**config.mk**
```make
export PLATFORM = sky130hd
export DESIGN_NAME = dc_data_req_flat
export DESIGN_NICKNAME = d
export VERILOG_FILES = /design/src/rtl/dc_data_req_pkg.sv /design/src/rtl/dc_data_req_if.sv /design/src/rtl/dc_data_req_store_align.sv /design/src/rtl/dc_data_req.sv /design/src/flat_wrapper.sv
export SDC_FILE = /design/constraint.sdc
export NUM_CORES = 1
export LEC_CHECK = 0
export ABC_AREA = 1
export BUFFER_PORTS_ARGS = -buffer_cell sky130_fd_sc_hd__buf_2
export CORE_ASPECT_RATIO = 0.5
export CORE_MARGIN = 4
export CORE_UTILIZATION = 25
export CTS_CLUSTER_DIAMETER = 40
export DETAILED_ROUTE_END_ITERATION = 6
export GPL_TIMING_DRIVEN = 0
export PLACE_DENSITY = 0.5
export SLEW_MARGIN = 10
export SYNTH_ARGS = -nofsm -noshare
export SYNTH_HDL_FRONTEND = slang
export SYNTH_SLANG_ARGS = --single-unit
```
**constraint.sdc**
```tcl
create_clock -name clk -period 1.85 [get_ports clk]
set_clock_uncertainty 0.2 [all_clocks]
set_input_delay 0.37 -clock clk [delete_from_list [all_inputs] [get_ports clk]]
set_output_delay 0.37 -clock clk [all_outputs]
set_load 0.05 [all_outputs]
```
**src/rtl/dc_data_req_pkg.sv**
```systemverilog
// Shared types and constants for the data-memory issue path.
// Op-vector bit positions follow the DC_TO_MEM bus field order.
package dc_data_req_pkg;

    typedef enum logic [1:0] {
        S_IDLE = 2'd0,
        S_ADDR = 2'd1,
        S_DATA = 2'd2,
        S_DROP = 2'd3
    } state_e;

    localparam logic [1:0] SIZE_BYTE = 2'd0;
    localparam logic [1:0] SIZE_HALF = 2'd1;
    localparam logic [1:0] SIZE_WORD = 2'd2;

    localparam int unsigned LOAD_W  = 5;
    localparam int unsigned STORE_W = 3;
    localparam int unsigned EXTRA_W = 4;

    // op_load = {lb,lbu,lh,lhu,lw}
    localparam int unsigned LD_LB  = 4;
    localparam int unsigned LD_LBU = 3;
    localparam int unsigned LD_LH  = 2;
    localparam int unsigned LD_LHU = 1;
    localparam int unsigned LD_LW  = 0;

    // op_store = {sb,sh,sw}
    localparam int unsigned ST_SB = 2;
    localparam int unsigned ST_SH = 1;
    localparam int unsigned ST_SW = 0;

    // op_extra = {lwl,lwr,swl,swr}
    localparam int unsigned EX_LWL = 3;
    localparam int unsigned EX_LWR = 2;
    localparam int unsigned EX_SWL = 1;
    localparam int unsigned EX_SWR = 0;

endpackage

```
**src/rtl/dc_data_req_if.sv**
```systemverilog
// SRAM-like data bus between the issue logic (master) and memory (slave).
interface dc_data_req_if #(
    parameter int unsigned ADDR_W = 32
);
    logic              data_req;
    logic              data_wr;
    logic [1:0]        data_size;
    logic [ADDR_W-1:0] data_addr;
    logic [3:0]        data_wstrb;
    logic [31:0]       data_wdata;
    logic              data_addr_ok;
    logic              data_data_ok;
    logic [31:0]       data_rdata;

    modport master (
        output data_req, data_wr, data_size, data_addr, data_wstrb, data_wdata,
        input  data_addr_ok, data_data_ok, data_rdata
    );

    modport slave (
        input  data_req, data_wr, data_size, data_addr, data_wstrb, data_wdata,
        output data_addr_ok, data_data_ok, data_rdata
    );
endinterface

```
**src/rtl/dc_data_req_store_align.sv**
```systemverilog
// Combinational decode of a memory op into bus size, strobes, lane data and alignment.
// swl/swr/lwl/lwr are decoded only when UNALIGNED_LWLR_EN is defined.
module dc_store_align
    import dc_data_req_pkg::*;
#(
    parameter int unsigned ADDR_W = 32
) (
    input  logic [LOAD_W-1:0]  op_load,
    input  logic [STORE_W-1:0] op_store,
    input  logic [EXTRA_W-1:0] op_extra,
    input  logic [ADDR_W-1:0]  addr,
    input  logic [31:0]        rt,
    output logic               valid,
    output logic               wr,
    output logic [1:0]         size,
    output logic [3:0]         wstrb,
    output logic [31:0]        wdata,
    output logic [ADDR_W-1:0]  aligned_addr,
    output logic               misaligned
);
    logic [1:0] a;
    assign a = addr[1:0];

`ifndef UNALIGNED_LWLR_EN
    logic unused_extra;
    assign unused_extra = ^op_extra;
`endif

    always_comb begin
        valid        = 1'b0;
        wr           = 1'b0;
        size         = SIZE_BYTE;
        wstrb        = '0;
        wdata        = '0;
        aligned_addr = addr;
        misaligned   = 1'b0;
        if (|op_load) begin
            valid = 1'b1;
            if (op_load[LD_LB] || op_load[LD_LBU]) begin
                size = SIZE_BYTE;
            end else if (op_load[LD_LH] || op_load[LD_LHU]) begin
                size       = SIZE_HALF;
                misaligned = a[0];
            end else begin
                size       = SIZE_WORD;
                misaligned = |a;
            end
        end else if (|op_store) begin
            valid = 1'b1;
            wr    = 1'b1;
            if (op_store[ST_SB]) begin
                size  = SIZE_BYTE;
                wstrb = 4'b0001 << a;
                wdata = {4{rt[7:0]}};
            end else if (op_store[ST_SH]) begin
                size       = SIZE_HALF;
                wstrb      = a[1] ? 4'b1100 : 4'b0011;
                wdata      = {2{rt[15:0]}};
                misaligned = a[0];
            end else begin
                size       = SIZE_WORD;
                wstrb      = 4'b1111;
                wdata      = rt;
                misaligned = |a;
            end
        end
`ifdef UNALIGNED_LWLR_EN
        else if (|op_extra) begin
            valid        = 1'b1;
            size         = SIZE_WORD;
            aligned_addr = {addr[ADDR_W-1:2], 2'b00};
            if (op_extra[EX_SWL]) begin
                wr = 1'b1;
                case (a)
                    2'd0:    begin wstrb = 4'b0001; wdata = {24'b0, rt[31:24]}; end
                    2'd1:    begin wstrb = 4'b0011; wdata = {16'b0, rt[31:16]}; end
                    2'd2:    begin wstrb = 4'b0111; wdata = {8'b0, rt[31:8]};   end
                    default: begin wstrb = 4'b1111; wdata = rt;                 end
                endcase
            end else if (op_extra[EX_SWR]) begin
                wr = 1'b1;
                case (a)
                    2'd0:    begin wstrb = 4'b1111; wdata = rt;                 end
                    2'd1:    begin wstrb = 4'b1110; wdata = {rt[23:0], 8'b0};   end
                    2'd2:    begin wstrb = 4'b1100; wdata = {rt[15:0], 16'b0};  end
                    default: begin wstrb = 4'b1000; wdata = {rt[7:0], 24'b0};   end
                endcase
            end
        end
`endif
    end
endmodule

```
**src/rtl/dc_data_req.sv**
```systemverilog
// Data-memory request issue: one load/store per cycle onto the SRAM-like bus.
// Optional unaligned swl/swr/lwl/lwr support via UNALIGNED_LWLR_EN.
module dc_data_req
    import dc_data_req_pkg::*;
#(
    parameter int unsigned ADDR_W      = 32,
    parameter bit          CHECK_ALIGN = 1'b1
) (
    input  logic               clk,
    input  logic               rst,
    input  logic               flush,
    input  logic               op_valid,
    input  logic [LOAD_W-1:0]  op_load,
    input  logic [STORE_W-1:0] op_store,
    input  logic [EXTRA_W-1:0] op_extra,
    input  logic [ADDR_W-1:0]  op_addr,
    input  logic [31:0]        op_rt,
    output logic               stall_req,
    output logic               ale,
    dc_data_req_if.master      bus,
    output logic [31:0]        data_sram_rdata,
    output logic               rdata_valid
);
    state_e state_q, state_d;

    logic              sa_valid, sa_wr, sa_misaligned;
    logic [1:0]        sa_size;
    logic [3:0]        sa_wstrb;
    logic [31:0]       sa_wdata;
    logic [ADDR_W-1:0] sa_addr;

    logic              req_wr;
    logic [1:0]        req_size;
    logic [ADDR_W-1:0] req_addr;
    logic [3:0]        req_wstrb;
    logic [31:0]       req_wdata;

    logic align_fault, idle_op, accept, stall, capture;

    dc_store_align #(.ADDR_W(ADDR_W)) u_align (
        .op_load      (op_load),
        .op_store     (op_store),
        .op_extra     (op_extra),
        .addr         (op_addr),
        .rt           (op_rt),
        .valid        (sa_valid),
        .wr           (sa_wr),
        .size         (sa_size),
        .wstrb        (sa_wstrb),
        .wdata        (sa_wdata),
        .aligned_addr (sa_addr),
        .misaligned   (sa_misaligned)
    );

    assign align_fault = CHECK_ALIGN && sa_misaligned;
    assign idle_op     = (state_q == S_IDLE) && op_valid && !flush && sa_valid;
    assign accept      = idle_op && !align_fault;

    always_comb begin
        state_d = state_q;
        stall   = 1'b0;
        capture = 1'b0;
        case (state_q)
            S_IDLE: begin
                if (accept) begin
                    state_d = S_ADDR;
                    stall   = 1'b1;
                end
            end
            S_ADDR: begin
                if (flush) begin
                    // accepted-but-flushed requests still owe a response unless it arrives now
                    if (bus.data_addr_ok && !bus.data_data_ok) begin
                        state_d = S_DROP;
                        stall   = op_valid;
                    end else begin
                        state_d = S_IDLE;
                    end
                end else if (bus.data_addr_ok) begin
                    if (bus.data_data_ok) begin
                        state_d = S_IDLE;
                        capture = !req_wr;
                    end else begin
                        state_d = S_DATA;
                        stall   = 1'b1;
                    end
                end else begin
                    stall = 1'b1;
                end
            end
            S_DATA: begin
                if (bus.data_data_ok) begin
                    state_d = S_IDLE;
                    capture = !req_wr && !flush;
                end else if (flush) begin
                    state_d = S_DROP;
                    stall   = op_valid;
                end else begin
                    stall = 1'b1;
                end
            end
            S_DROP: begin
                stall = op_valid;
                if (bus.data_data_ok) state_d = S_IDLE;
            end
            default: state_d = S_IDLE;
        endcase
    end

    always_ff @(posedge clk or negedge rst) begin
        if (!rst) begin
            state_q         <= S_IDLE;
            req_wr          <= 1'b0;
            req_size        <= SIZE_BYTE;
            req_addr        <= '0;
            req_wstrb       <= '0;
            req_wdata       <= '0;
            data_sram_rdata <= '0;
            rdata_valid     <= 1'b0;
        end else begin
            state_q     <= state_d;
            rdata_valid <= capture;
            if (capture) data_sram_rdata <= bus.data_rdata;
            if (accept) begin
                req_wr    <= sa_wr;
                req_size  <= sa_size;
                req_addr  <= sa_addr;
                req_wstrb <= sa_wstrb;
                req_wdata <= sa_wdata;
            end
        end
    end

    // Combinational outputs are gated by rst so an asserted reset silences them at once
    assign stall_req = stall && rst;
    assign ale       = idle_op && align_fault && rst;

    assign bus.data_req   = (state_q == S_ADDR);
    assign bus.data_wr    = req_wr;
    assign bus.data_size  = req_size;
    assign bus.data_addr  = req_addr;
    assign bus.data_wstrb = req_wstrb;
    assign bus.data_wdata = req_wdata;
endmodule
```
**src/flat_wrapper.sv**
```systemverilog
// flat-port wrapper written by rule: the top's interface ports become plain ports
module dc_data_req_flat import dc_data_req_pkg::*;
#(
    parameter int unsigned ADDR_W      = 32,
    parameter bit          CHECK_ALIGN = 1'b1
)
  (clk, rst, flush, op_valid, op_load, op_store, op_extra, op_addr, op_rt, stall_req, ale, data_sram_rdata, rdata_valid, bus_data_req, bus_data_wr, bus_data_size, bus_data_addr, bus_data_wstrb, bus_data_wdata, bus_data_addr_ok, bus_data_data_ok, bus_data_rdata);
  dc_data_req_if #(.ADDR_W(ADDR_W)) bus_i ();
  input  logic clk;
  input  logic rst;
  input  logic flush;
  input  logic op_valid;
  input  logic [LOAD_W-1:0] op_load;
  input  logic [STORE_W-1:0] op_store;
  input  logic [EXTRA_W-1:0] op_extra;
  input  logic [ADDR_W-1:0] op_addr;
  input  logic [31:0] op_rt;
  output logic stall_req;
  output logic ale;
  output logic [31:0] data_sram_rdata;
  output logic rdata_valid;
  output wire logic [$bits(bus_i.data_req)-1:0] bus_data_req;
  output wire logic [$bits(bus_i.data_wr)-1:0] bus_data_wr;
  output wire logic [$bits(bus_i.data_size)-1:0] bus_data_size;
  output wire logic [$bits(bus_i.data_addr)-1:0] bus_data_addr;
  output wire logic [$bits(bus_i.data_wstrb)-1:0] bus_data_wstrb;
  output wire logic [$bits(bus_i.data_wdata)-1:0] bus_data_wdata;
  input wire logic [$bits(bus_i.data_addr_ok)-1:0] bus_data_addr_ok;
  input wire logic [$bits(bus_i.data_data_ok)-1:0] bus_data_data_ok;
  input wire logic [$bits(bus_i.data_rdata)-1:0] bus_data_rdata;
  assign bus_data_req = bus_i.data_req;
  assign bus_data_wr = bus_i.data_wr;
  assign bus_data_size = bus_i.data_size;
  assign bus_data_addr = bus_i.data_addr;
  assign bus_data_wstrb = bus_i.data_wstrb;
  assign bus_data_wdata = bus_i.data_wdata;
  assign bus_i.data_addr_ok = bus_data_addr_ok;
  assign bus_i.data_data_ok = bus_data_data_ok;
  assign bus_i.data_rdata = bus_data_rdata;
  dc_data_req #(.ADDR_W(ADDR_W), .CHECK_ALIGN(CHECK_ALIGN)) u_core (.clk(clk), .rst(rst), .flush(flush), .op_valid(op_valid), .op_load(op_load), .op_store(op_store), .op_extra(op_extra), .op_addr(op_addr), .op_rt(op_rt), .stall_req(stall_req), .ale(ale), .bus(bus_i), .data_sram_rdata(data_sram_rdata), .rdata_valid(rdata_valid));
endmodule
```
==> metrics list, run 1 <==
* Status: finished with violations
* Violated checks: hold timing, setup timing
- The first detailed-routing pass ran for 4 iterations.
* Cell count after synthesis: 548
- Worst slew slack as a fraction of its limit: 0.636
* Portion of the clock cycle consumed by the worst path in the final layout: 1.29
- Entering global routing, the biggest net connects 57 pins.
- The number of placed instances, taps included, is 998.
- Cts-stage hold buffer count: 6
* Placeable core region: 17800 um^2
- Clock tree from TritonCTS: yes
* Switching Fraction: 0.479
- Max-cap violations in this run came to 0.
* Total half-perimeter wirelength after legalization and detailed placement: 11.8 mm
- Library cell with the largest summed area after synthesis: dfrtp_1
* Final routed wire length divided by cell count: 15.4 um
- After global routing the overflow that remains totals 0.
- Yosys mapped a number of flops with a built-in enable equal to 0.
- Growth of design area from synthesis to finish: 51.3%
* Worst vdd ir: 0.800 mV
- Number of warnings printed during yosys synthesis: 0
- The count of pins over their slew limit was 0.
- Final cell area excluding filler cells: 7060 um^2
* Die footprint: 21100 um^2
- In this run the worst path has a maximum fanout of 3.
- After detailed routing, the number of vias per cell comes to 4.41.
- Data arrives at the worst endpoint at 1.81 ns.
- Dominant combinational cell family by area after synthesis: simple AND/OR/NAND/NOR gates
* Register bit total from synthesis: 106
* Post-Synthesis Mean Instance Area: 8.52 um^2
* Wire length of the first global-routing pass: 25.5 mm
- Basic-gate share of the synthesized area counting and, or, nand and nor cells: 0.200
* P_leak: 3.92 nW
- The number of hold-slack violations in the final timing report was 51.
- The clock net in this run drives a total of 106 sinks.
- The repair_antennas step left the layout with diodes totalling 0.
- Number of rows created at floorplan: 34
* Area share of fa/ha/maj cells after synthesis: 0.0134
- By area the synthesized netlist is led by dfrtp_1 57%, nand2_1 17%, o21ai_1 7.5%, inv_1 5.0%, o2111ai_1 2.4%.
- During I/O placement, the number of pins put on the boundary was 221.
- Measured against the total synthesized area, the mux share comes to 0.
- Detail Route Antenna Nets: 0
- Util after Layout: 0.396
* Die Ht: 105 um
- Crit path buf inv count: 3
- Summed over all nets, the switching power comes to 5.01 mW.
- Data required, critical path: 1.28 ns
* Total global-route track usage: 0.150
- Clock tree synthesis selected as its root buffer the cell clkbuf_16.
* Worst setup SP type: flop
- On the worst path, the slowest cell contributes a delay of 0.43 ns.
- Count of routing violations after the opening detailed-route iteration: 173
- Final wirelength: 16.0 mm
- The number of antenna violations at the first check in global routing was 0.
- Number of global-route vias before repair: 4551
* Slowest stage cell, crit path: dfrtp_1
- The design draws 10.5 mW.
- Count of endpoints failing setup in the final report: 75
- Comb power frac: 0.493
* Post-synthesis instance area: 4670 um^2
- Clock-pin slew was measured on the worst setup and hold paths at 0.07 ns.
- TritonCTS buffer count: 9
- The compound-cell area share of the yosys netlist was 0.134.
* Post-Synth XOR/XNOR Area: 0
- Clock insertion delay at the later pin of the skew report: 0.34 ns
- DRC violation count after routing: 0
- Worst Slack Setup Final: -0.530 ns
* RSZ-0062 raised after global routing: yes
* Transition at the pin with the smallest max-transition slack: 0.546 ns
- Starting Density: 0.262
* Sequential share of power: 0.321
- The setup path with the least slack is of type reg -> out.
- The signal on the critical path passes through inv_2 > buf_4 > ha_4 > o21ai_0 > o21ai_1 > o21ai_2 > a21oi_4 > buf_8.
* Async SR Flop Fraction: 1.00
- Final Wtd Congestion: 0.789
- Syn nets: 667
* Clock network fraction of total power: 0.186
- CTS built an H-tree with a depth of 3.
- Longest Clk Path Bufs: 2
- Internal power comes to 5.46 mW.
* Final critical-path required period: 2.38 ns
- Buffers placed on the I/O ports in this run total 215.
* Tightest Hold Check Type: in -> async
- Final hold slack: -0.228 ns
- Flip-flop cell with the highest count after synthesis: dfrtp_1
* Kind of cell adding the most delay to the critical path: compound AO/OA/AOI/OAI gates
* Yosys cell types: 29
* Fraction of synthesized cell area taken by the top area cell type: 0.568
- Of the cells placed in the final design, the portion with a size suffix greater than 1 is 0.402.
* Category of the worst setup path capture point: primary output
* Sequential-to-total area share from yosys stat: 0.568
- For this block, the via count after detailed routing is 4582.
* Number of standard cells in the layout, taps in and fillers out: 1039
* Highest clock frequency the design can meet: 420 MHz
- At the end of the flow, the number of nets in the layout was 920.
- Pwr dens: 1480 nW/um^2
- Setup WS pre-CTS: -0.489 ns
- DIE WIDTH: 201 um
- Cell area reported after detailed placement: 6110 um^2
==> Yosys cell counts, types with 2 or more instances <==
cell type    n
o2111ai_1   13
dfrtp_1    106
nand3_1      6
buf_2        8
o22ai_1      2
o21ai_1     70
a21oi_1      6
nand2_1    211
inv_1       62
ha_1         5
nor2_1       5
clkbuf_1     9
nor2_2       4
o21ai_0     18
buf_4        9
==> final timing paths <==
check / depth (start not counted) / from / slack (ns) / end
max in group asynchronous: 2 / rst / 1.01 / u_core.state_q[0]
hold reg to reg: 2 / u_core.data_sram_rdata[29] / 0.27 / u_core.data_sram_rdata[29]
hold / removal: 1 / rst / -0.23 / u_core.bus.data_addr[5]
setup / recovery: 8 / u_core.state_q[1] / -0.53 / stall_req
setup reg to reg: 10 / u_core.state_q[1] / -0.09 / u_core.bus.data_wdata[22]
min in group clk: 3 / bus_data_rdata[5] / 0.02 / u_core.data_sram_rdata[5]
==> power groups by stage <==
stage | registers (mW) | clock network, mW | logic (mW)
5_1_grt | 3.46 | 2.10 | 5.48
4_1_cts | 3.36 | 2.01 | 5.03
6_report | 3.36 | 1.94 | 5.16
3_3_place_gp | 3.39 | 0 | 4.71
3_5_place_dp | 3.39 | 0 | 4.76
2_1_floorplan | 5.77 | 0 | 1.08
==> stage by stage <==
stage,setup TNS [ns],hold WS [ns]
2_1_floorplan,-0.178,-0.126
3_3_place_gp,-150.10,0.260
3_5_place_dp,-21.26,0.166
4_1_cts,-6.54,-0.211
5_1_grt,-14.08,-0.199
6_report,-5.59,-0.228
==> cell type report <==
| type | count | area (um^2) |
|---|---|---|
| multi-input combinational | 351 | 1830 |
| tap | 234 | 293 |
| timing repair buffer | 242 | 1410 |
| inverter | 63 | 244 |
| sequential | 106 | 2650 |
| buffer | 28 | 345 |
| clock buffer | 13 | 250 |
| clock inverter | 2 | 37.5 |
| fill | 1834 | 10800 |
==> cell usage in the layout, fill, tap and decap left out, types with 2 or more instances in the layout <==
| master | count |
|---|---|
| dfrtp_1 | 105 |
| nand3_1 | 5 |
| buf_2 | 211 |
| nand2_2 | 8 |
| a21oi_4 | 2 |
| nand2_1 | 202 |
| ha_4 | 3 |
| ha_2 | 2 |
| a21oi_1 | 4 |
| o21ai_2 | 19 |
| clkbuf_16 | 11 |
| buf_8 | 14 |
| buf_16 | 2 |
| nand3_4 | 2 |
| nor2_1 | 4 |
| dlygate4sd3_1 | 6 |
| inv_1 | 58 |
| buf_6 | 11 |
| o21ai_1 | 53 |
| nor2_2 | 4 |
| clkbuf_1 | 8 |
| buf_4 | 15 |
| o22ai_1 | 2 |
| inv_2 | 3 |
| o21ai_0 | 15 |
| nand2_4 | 3 |
| buf_12 | 3 |
| o2111ai_1 | 13 |
==> flip-flops by register name, indices dropped and copies added, names as in the netlist <==
name,cells
u_core.bus.data_wdata,32
u_core.bus.data_addr,32
u_core.data_sram_rdata,32
u_core.bus.data_size,2
u_core.bus.data_wstrb,4
u_core.state_q,2
u_core.rdata_valid,1
u_core.bus.data_wr,1
==> kinds of logic (layout without fill, tap and decap cells) <==
| family | count (synthesis) | after routing |
|---|---|---|
| and+or+nand+nor | 233 | 233 |
| AOI/OAI and AO/OA | 113 | 113 |
| DFF | 106 | 106 |
| buffers and inverters | 91 | 348 |
| adders and majority gates | 5 | 5 |
==> timing repair <==
action	in CTS	in global routing
setup buffers	16	5
gates resized for setup	65	60
pin swaps	8	6
hold endpoints to repair	57	51
gates cloned	2	1
setup endpoints to repair	107	106
==> metal layers <==
metal,vias up,wire length [um],GRT usage
met5,-,0,0
met4,0,192,0.0346
met3,13,749,0.0371
met2,110,7940,0.255
met1,2214,7070,0.196
li1,2245,-,-
Note: power is estimated with default switching activity, not from simulation.
==> run 2: changes to the inputs <==
REMOVE_ABC_BUFFERS = 1   (was unset)
SKIP_LAST_GASP = 1   (was unset)
==> metrics list, run 2 (synthesized netlist as in run 1, its figures left out) <==
- The flow ran to the end, but the final reports show violations.
* Violated checks: hold timing, setup timing
* Ratio of cells with drive above 1 in the final layout: 0.435
* Final-layout setup total negative slack: -5.93 ns
- Hold timing on the final database bottoms out at a slack of -0.239 ns.
- Longest Clk Path Bufs: 2
- Summed over all layers, the global routing overflow is 0.
* Clock tree from TritonCTS: yes
- Highest clock frequency the design can meet: 423 MHz
* CTS Root Buffer Type: clkbuf_16
* Category of the worst setup path capture point: primary output
- In this run the worst path has a maximum fanout of 4.
* Placed Cells incl. Taps: 973
- Die Ht: 105 um
- The via count of the first global-routing pass is 4467.
- The number of antenna violations at the first check in global routing was 0.
* Clock sink total: 106
- The worst setup path is launched from a flop.
- After detailed routing, the average wire length per cell comes to 17.0 um.
* Die footprint: 21100 um^2
- Leaving out fill and tap cells, the most frequent cell in the layout is buf_2.
- For this block, the routed nets add up to 17.8 mm of wire.
- Number of rows created at floorplan: 34
* Highest-count cells in the layout ignoring fill and taps: 211 x buf_2, 181 x nand2_1, 105 x dfrtp_1
* Final Wtd Congestion: 0.808
- Max capacitance violation total: 0
* Total global-route track usage: 0.155
* Setup WS pre-CTS: -1.47 ns
- At the pin with the least slew margin, the transition time is 0.736 ns.
- Final critical-path required period: 2.36 ns
- The worst-case IR drop observed on VDD is 0.448 mV.
* Number of buffer cells added on primary ports: 216
- For the worst flop-to-flop path, the logic depth is 11.
- The region available for standard cell placement spans 17800 um^2.
- The number of antenna diodes in the final layout is 0.
* RSZ-0062 raised after global routing: yes
- The first routing iteration left 219 violations.
* Kind of critical path: reg -> out
* Portion of the clock cycle consumed by the worst path in the final layout: 1.28
- The count of pins over their slew limit came to 0.
- For this configuration, the core starts out at a cell density of 0.262.
* Number of standard cells in the layout, taps in and fillers out: 1044
- For this run, the post-layout net count is 924.
- Dividing the detail-routed via count by the number of cells gives 4.42.
- Arrival time reported for the critical path endpoint: 1.79 ns
* Pin count of the biggest net entering global routing: 60
- Wire length of the first global-routing pass: 25.9 mm
* Growth of design area from synthesis to finish: 55.6%
- Maximum level of the CTS H-tree: 3
- Setup violations remaining at the end of the flow were counted as 66.
- The routed layout has 4618 vias.
* Tightest Hold Check Type: in -> async
- DRC violation count after routing: 0
- Pwr dens: 1460 nW/um^2
* Worst slew slack as a fraction of its limit: 0.509
- Ports placed on the boundary: 221
* Worst Slack Setup Final: -0.512 ns
* TritonCTS buffer count: 9
* Cts-stage hold buffer count: 12
- Final count of hold timing violations: 49
* Drt first pass iters: 4
- From left edge to right edge, the die measures 201 um.
- The wire-length estimate of the detail-placed layout is 10.8 mm.
- Data required, critical path: 1.28 ns
* Detail Route Antenna Nets: 0
- Register clock-pin slew on the reported worst setup and hold paths: 0.07 ns
* Clock insertion delay at the later pin of the skew report: 0.34 ns
- P_leak: 3.95 nW
## run 2: worst paths after layout
check / slack, ns / endpoint / start
hold reg to reg: 0.27 / u_core.data_sram_rdata[15] / u_core.data_sram_rdata[15]
setup / recovery: -0.51 / stall_req / u_core.state_q[1]
max in group asynchronous: 0.98 / u_core.state_q[1] / rst
setup reg to reg: -0.22 / u_core.bus.data_addr[1] / u_core.state_q[1]
hold / removal: -0.24 / u_core.bus.data_wdata[6] / rst
min in group clk: 0.02 / u_core.data_sram_rdata[2] / bus_data_rdata[2]
## run 2: where the power goes
part | leakage [nW] | internal (mW) | switching [mW]
sequential | 1.39 | 3.00 | 0.349
clock | 0.147 | 1.11 | 0.928
combinational | 2.41 | 1.34 | 3.88
## run 2: routing by layer
| layer | GRT usage | routed length, um | vias to the layer above |
|---|---|---|---|
| met4 | 0.0312 | 262 | 0 |
| li1 | - | - | 2268 |
| met1 | 0.196 | 7950 | 2250 |
| met5 | 0 | 0 | - |
| met2 | 0.278 | 9090 | 83 |
| met3 | 0.0322 | 484 | 17 |
## run 2: per-stage QoR
| step | hold WS [ns] | utilization | total power [mW] | instance area (um^2) |
|---|---|---|---|---|
| global placement | 0.258 | 0.330 | 7.96 | 5880 |
| CTS | -0.225 | 0.381 | 10.5 | 6800 |
| floorplan | -0.126 | - | 6.73 | 4510 |
| global route | -0.210 | 0.408 | 11.2 | 7270 |
| detailed placement | 0.155 | 0.335 | 8.02 | 5970 |
| finish | -0.239 | 0.408 | 10.6 | 7270 |
## run 2: cell type report
class	instances	area, um^2
fill	1833	10600
sequential	106	2650
multi-input combinational	358	2030
timing repair buffer	266	1720
tap	234	293
inverter	63	245
clock buffer	10	239
clock inverter	6	73.8
timing repair inverter	1	7.51
## run 2: what timing repair did
action | 4_1_cts | 5_1_grt
endpoints found under the hold margin | 61 | 49
pin swaps | 10 | 14
gates cloned | 8 | 7
setup buffers | 18 | 10
resized for setup | 48 | 72
setup endpoints to repair | 109 | 96
## run 2: worst max-delay path, cell delays in order (launching register included)
cell     delay, ns
dfrtp_2       0.46
inv_4         0.10
ha_4          0.14
nand3_2       0.10
nor2_4        0.17
nand3_4       0.13
a21oi_2       0.17
buf_6         0.17
==> run 3: changes to the inputs <==
CORE_ASPECT_RATIO = unset   (was 0.5)
==> metrics list, run 3 (synthesized netlist as in run 1, its figures left out) <==
* Clock insertion delay at the later pin of the skew report: 0.35 ns
* Total number of nets in the final design: 932
* Count of routing violations after the opening detailed-route iteration: 226
* Wire length of the first global-routing pass: 25.3 mm
- Final Wtd Congestion: 0.778
- In this run the count of I/O pins placed on the die edge is 221.
- Highest clock frequency the design can meet: 425 MHz
* Leading cell type in the layout, fill and taps excluded: buf_2
- Cts-stage hold buffer count: 15
* Ratio of cells with drive above 1 in the final layout: 0.433
- Register clock-pin slew on the reported worst setup and hold paths: 0.08 ns
- The startpoint identified for the worst register-to-register timing path is u_core.state_q[0].
- In this run the worst path has a maximum fanout of 3.
- The die is 145 um tall.
- DRC violation count after routing: 0
* Launching instance or port of the critical path: u_core.state_q[0]
* Die footprint: 20900 um^2
- For this design the ratio of total power to cell area is 1490 nW/um^2.
- Kind of critical path: reg -> out
- Counting both buffers and inverters, the worst setup path holds a total of 3.
- For the pin with the worst max-slew slack, the measured transition is 0.749 ns.
- Summed over all layers, the global routing overflow is 0.
- Once layout is done, the placed cells without fillers occupy 7400 um^2.
- Longest Clk Path Bufs: 2
- P_int: 5.74 mW
- The checks that failed: hold timing, setup timing.
- IR analysis of the VDD net gives a maximum drop of 0.504 mV.
- CTS built an H-tree with a depth of 3.
- Detailed placement ended at an HPWL of 9.95 mm.
- Critical register-to-register path endpoint: u_core.bus.data_addr[3]
* Clock sink total: 106
- Row generation in the floorplan step produced 49 rows.
- Clock tree synthesis inserted a total of 9 buffers.
* Max capacitance violation total: 0
* CTS Root Buffer Type: clkbuf_16
* Status: finished with violations
- Summing internal, switching and leakage power gives 11.0 mW.
- Crit path cell chain: inv_2 > buf_6 > ha_4 > nand3_4 > nor2_4 > nand2_1 > a21oi_2 > buf_6
- After detailed routing, the average wire length per cell comes to 16.6 um.
* R2R cell count: 12
- Category of the worst setup path capture point: primary output
* Placed Cells incl. Taps: 967
- Final count of hold timing violations: 56
* Number of antenna violations at the first check in global routing: 1
- Arrival time reported for the critical path endpoint: 1.78 ns
- Switching component of the power: 5.25 mW
- P_leak: 3.99 nW
- Number of buffer cells added on primary ports: 216
- Slowest stage cell, crit path: dfrtp_1
* Destination of the critical timing path: ale
* Vias: 4642
* Worst Slack Setup Final: -0.505 ns
- Kind of cell adding the most delay to the critical path: buffers and inverters
- The smallest clock period supported by the final layout is computed as 2.35 ns.
- Growth of design area from synthesis to finish: 58.5%
* Worst setup SP type: flop
- Total global-route track usage: 0.158
* Tightest Hold Check Type: in -> async
- Max-slew violation count: 0
- Once detail routing completed, the nets flagged for antenna violations numbered 0.
* Drt first pass iters: 4
- Dividing the final minimum period by the clock period gives 1.27.
- Placeable core region: 18100 um^2
- Clock network fraction of total power: 0.199
- Setup violations remaining at the end of the flow were counted as 106.
* Clock tree from TritonCTS: yes
- Starting Density: 0.257
* Final wirelength: 17.4 mm
* Switching Fraction: 0.478
* Number of global-route vias before repair: 4449
- The share of total power dissipated in combinational logic is 0.494.
- Fill cells in the final layout number 1882.
- Total number of cells along the worst setup path: 8
- RSZ-0062 raised after global routing: yes
* Data required, critical path: 1.28 ns
- The top cell types in the final layout, fill and taps aside, are 211 x buf_2, 186 x nand2_1, 105 x dfrtp_1.
- Entering global routing, the biggest net connects 58 pins.
- Measured against its own limit, the worst slew margin works out to 0.500.
* Number of standard cells in the layout, taps in and fillers out: 1048
* Cell area reported after detailed placement: 5950 um^2
* Worst R2R Setup Slack: -0.23 ns
- In this design, the stage delay of the slowest critical-path cell is 0.39 ns.
- Dividing the detail-routed via count by the number of cells gives 4.43.
- Worst path most repeated cell: buf_6
- Final hold analysis gives a worst-case slack of -0.226 ns.
- Sequential share of power: 0.307
- DIE WIDTH: 145 um
[run 3: final cells by class]
cell class              count  area (um^2)  share of cell area
diodes                      1         2.50            0.000338
clock buffers              10          239              0.0323
clock inverters             6         96.3              0.0130
inverters                  63          245              0.0332
multi-input cells         361         2080               0.281
flip-flops and latches    106         2650               0.359
well taps                 229          287              0.0387
repair buffers            271         1790               0.242
repair inverters            1         7.51             0.00101
[run 3: worst min-delay path by stage]
stage,depth (start not counted),start,slack (ns),endpoint
after detailed placement,1,rst,0.18,u_core.bus.data_addr[17]
after CTS,1,rst,-0.21,u_core.bus.data_addr[17]
final,1,rst,-0.23,u_core.bus.data_addr[12]
after global placement,2,u_core.data_sram_rdata[0],0.26,u_core.data_sram_rdata[0]
after floorplan,0,rst,-0.13,u_core.bus.data_addr[0]
after global routing,1,rst,-0.19,u_core.bus.data_addr[17]
[run 3: through the flow]
step	TNS, ns	util	hold WS (ns)	worst slack, ns
finish	-14.75	0.408	-0.226	-0.505
CTS	-14.88	0.387	-0.212	-0.501
detailed placement	-119.70	0.328	0.177	-1.56
floorplan	-100.77	-	-0.126	-2.09
global route	-26.15	0.408	-0.193	-0.608
global placement	-346.67	0.324	0.258	-2.80
[run 3: power by group through the flow]
stage | clock network (mW) | registers [mW] | logic [mW]
final | 2.19 | 3.37 | 5.42
after global routing | 2.36 | 3.46 | 5.75
after CTS | 2.27 | 3.35 | 5.10
after detailed placement | 0 | 3.38 | 4.62
after global placement | 0 | 3.37 | 4.58
after floorplan | 0 | 5.77 | 0.969
[run 3: metal layers]
metal	routed length, um	track usage	vias up
met1	8300	0.223	2171
met4	318	0.0569	0
met5	0	0	-
met3	874	0.0296	19
li1	-	-	2306
met2	7930	0.244	146
[run 3: worst reg2reg max path: stages (launching register included)]
cell	delay, ns
dfrtp_1	0.39
inv_2	0.10
buf_6	0.11
ha_4	0.15
nand3_4	0.09
nor2_4	0.16
buf_4	0.13
buf_6	0.09
buf_8	0.11
buf_4	0.11
nand3_4	0.16
nand2_1	0.10
o21ai_1	0.06
[run 3: timing repair]
| action | CTS | global route |
|---|---|---|
| gates resized for setup | 45 | 80 |
| hold endpoints to repair | 71 | 56 |
| pin swaps | 9 | 11 |
| endpoints found under the setup margin | 109 | 108 |
| setup buffers | 29 | 10 |
| gates cloned | 12 | 3 |
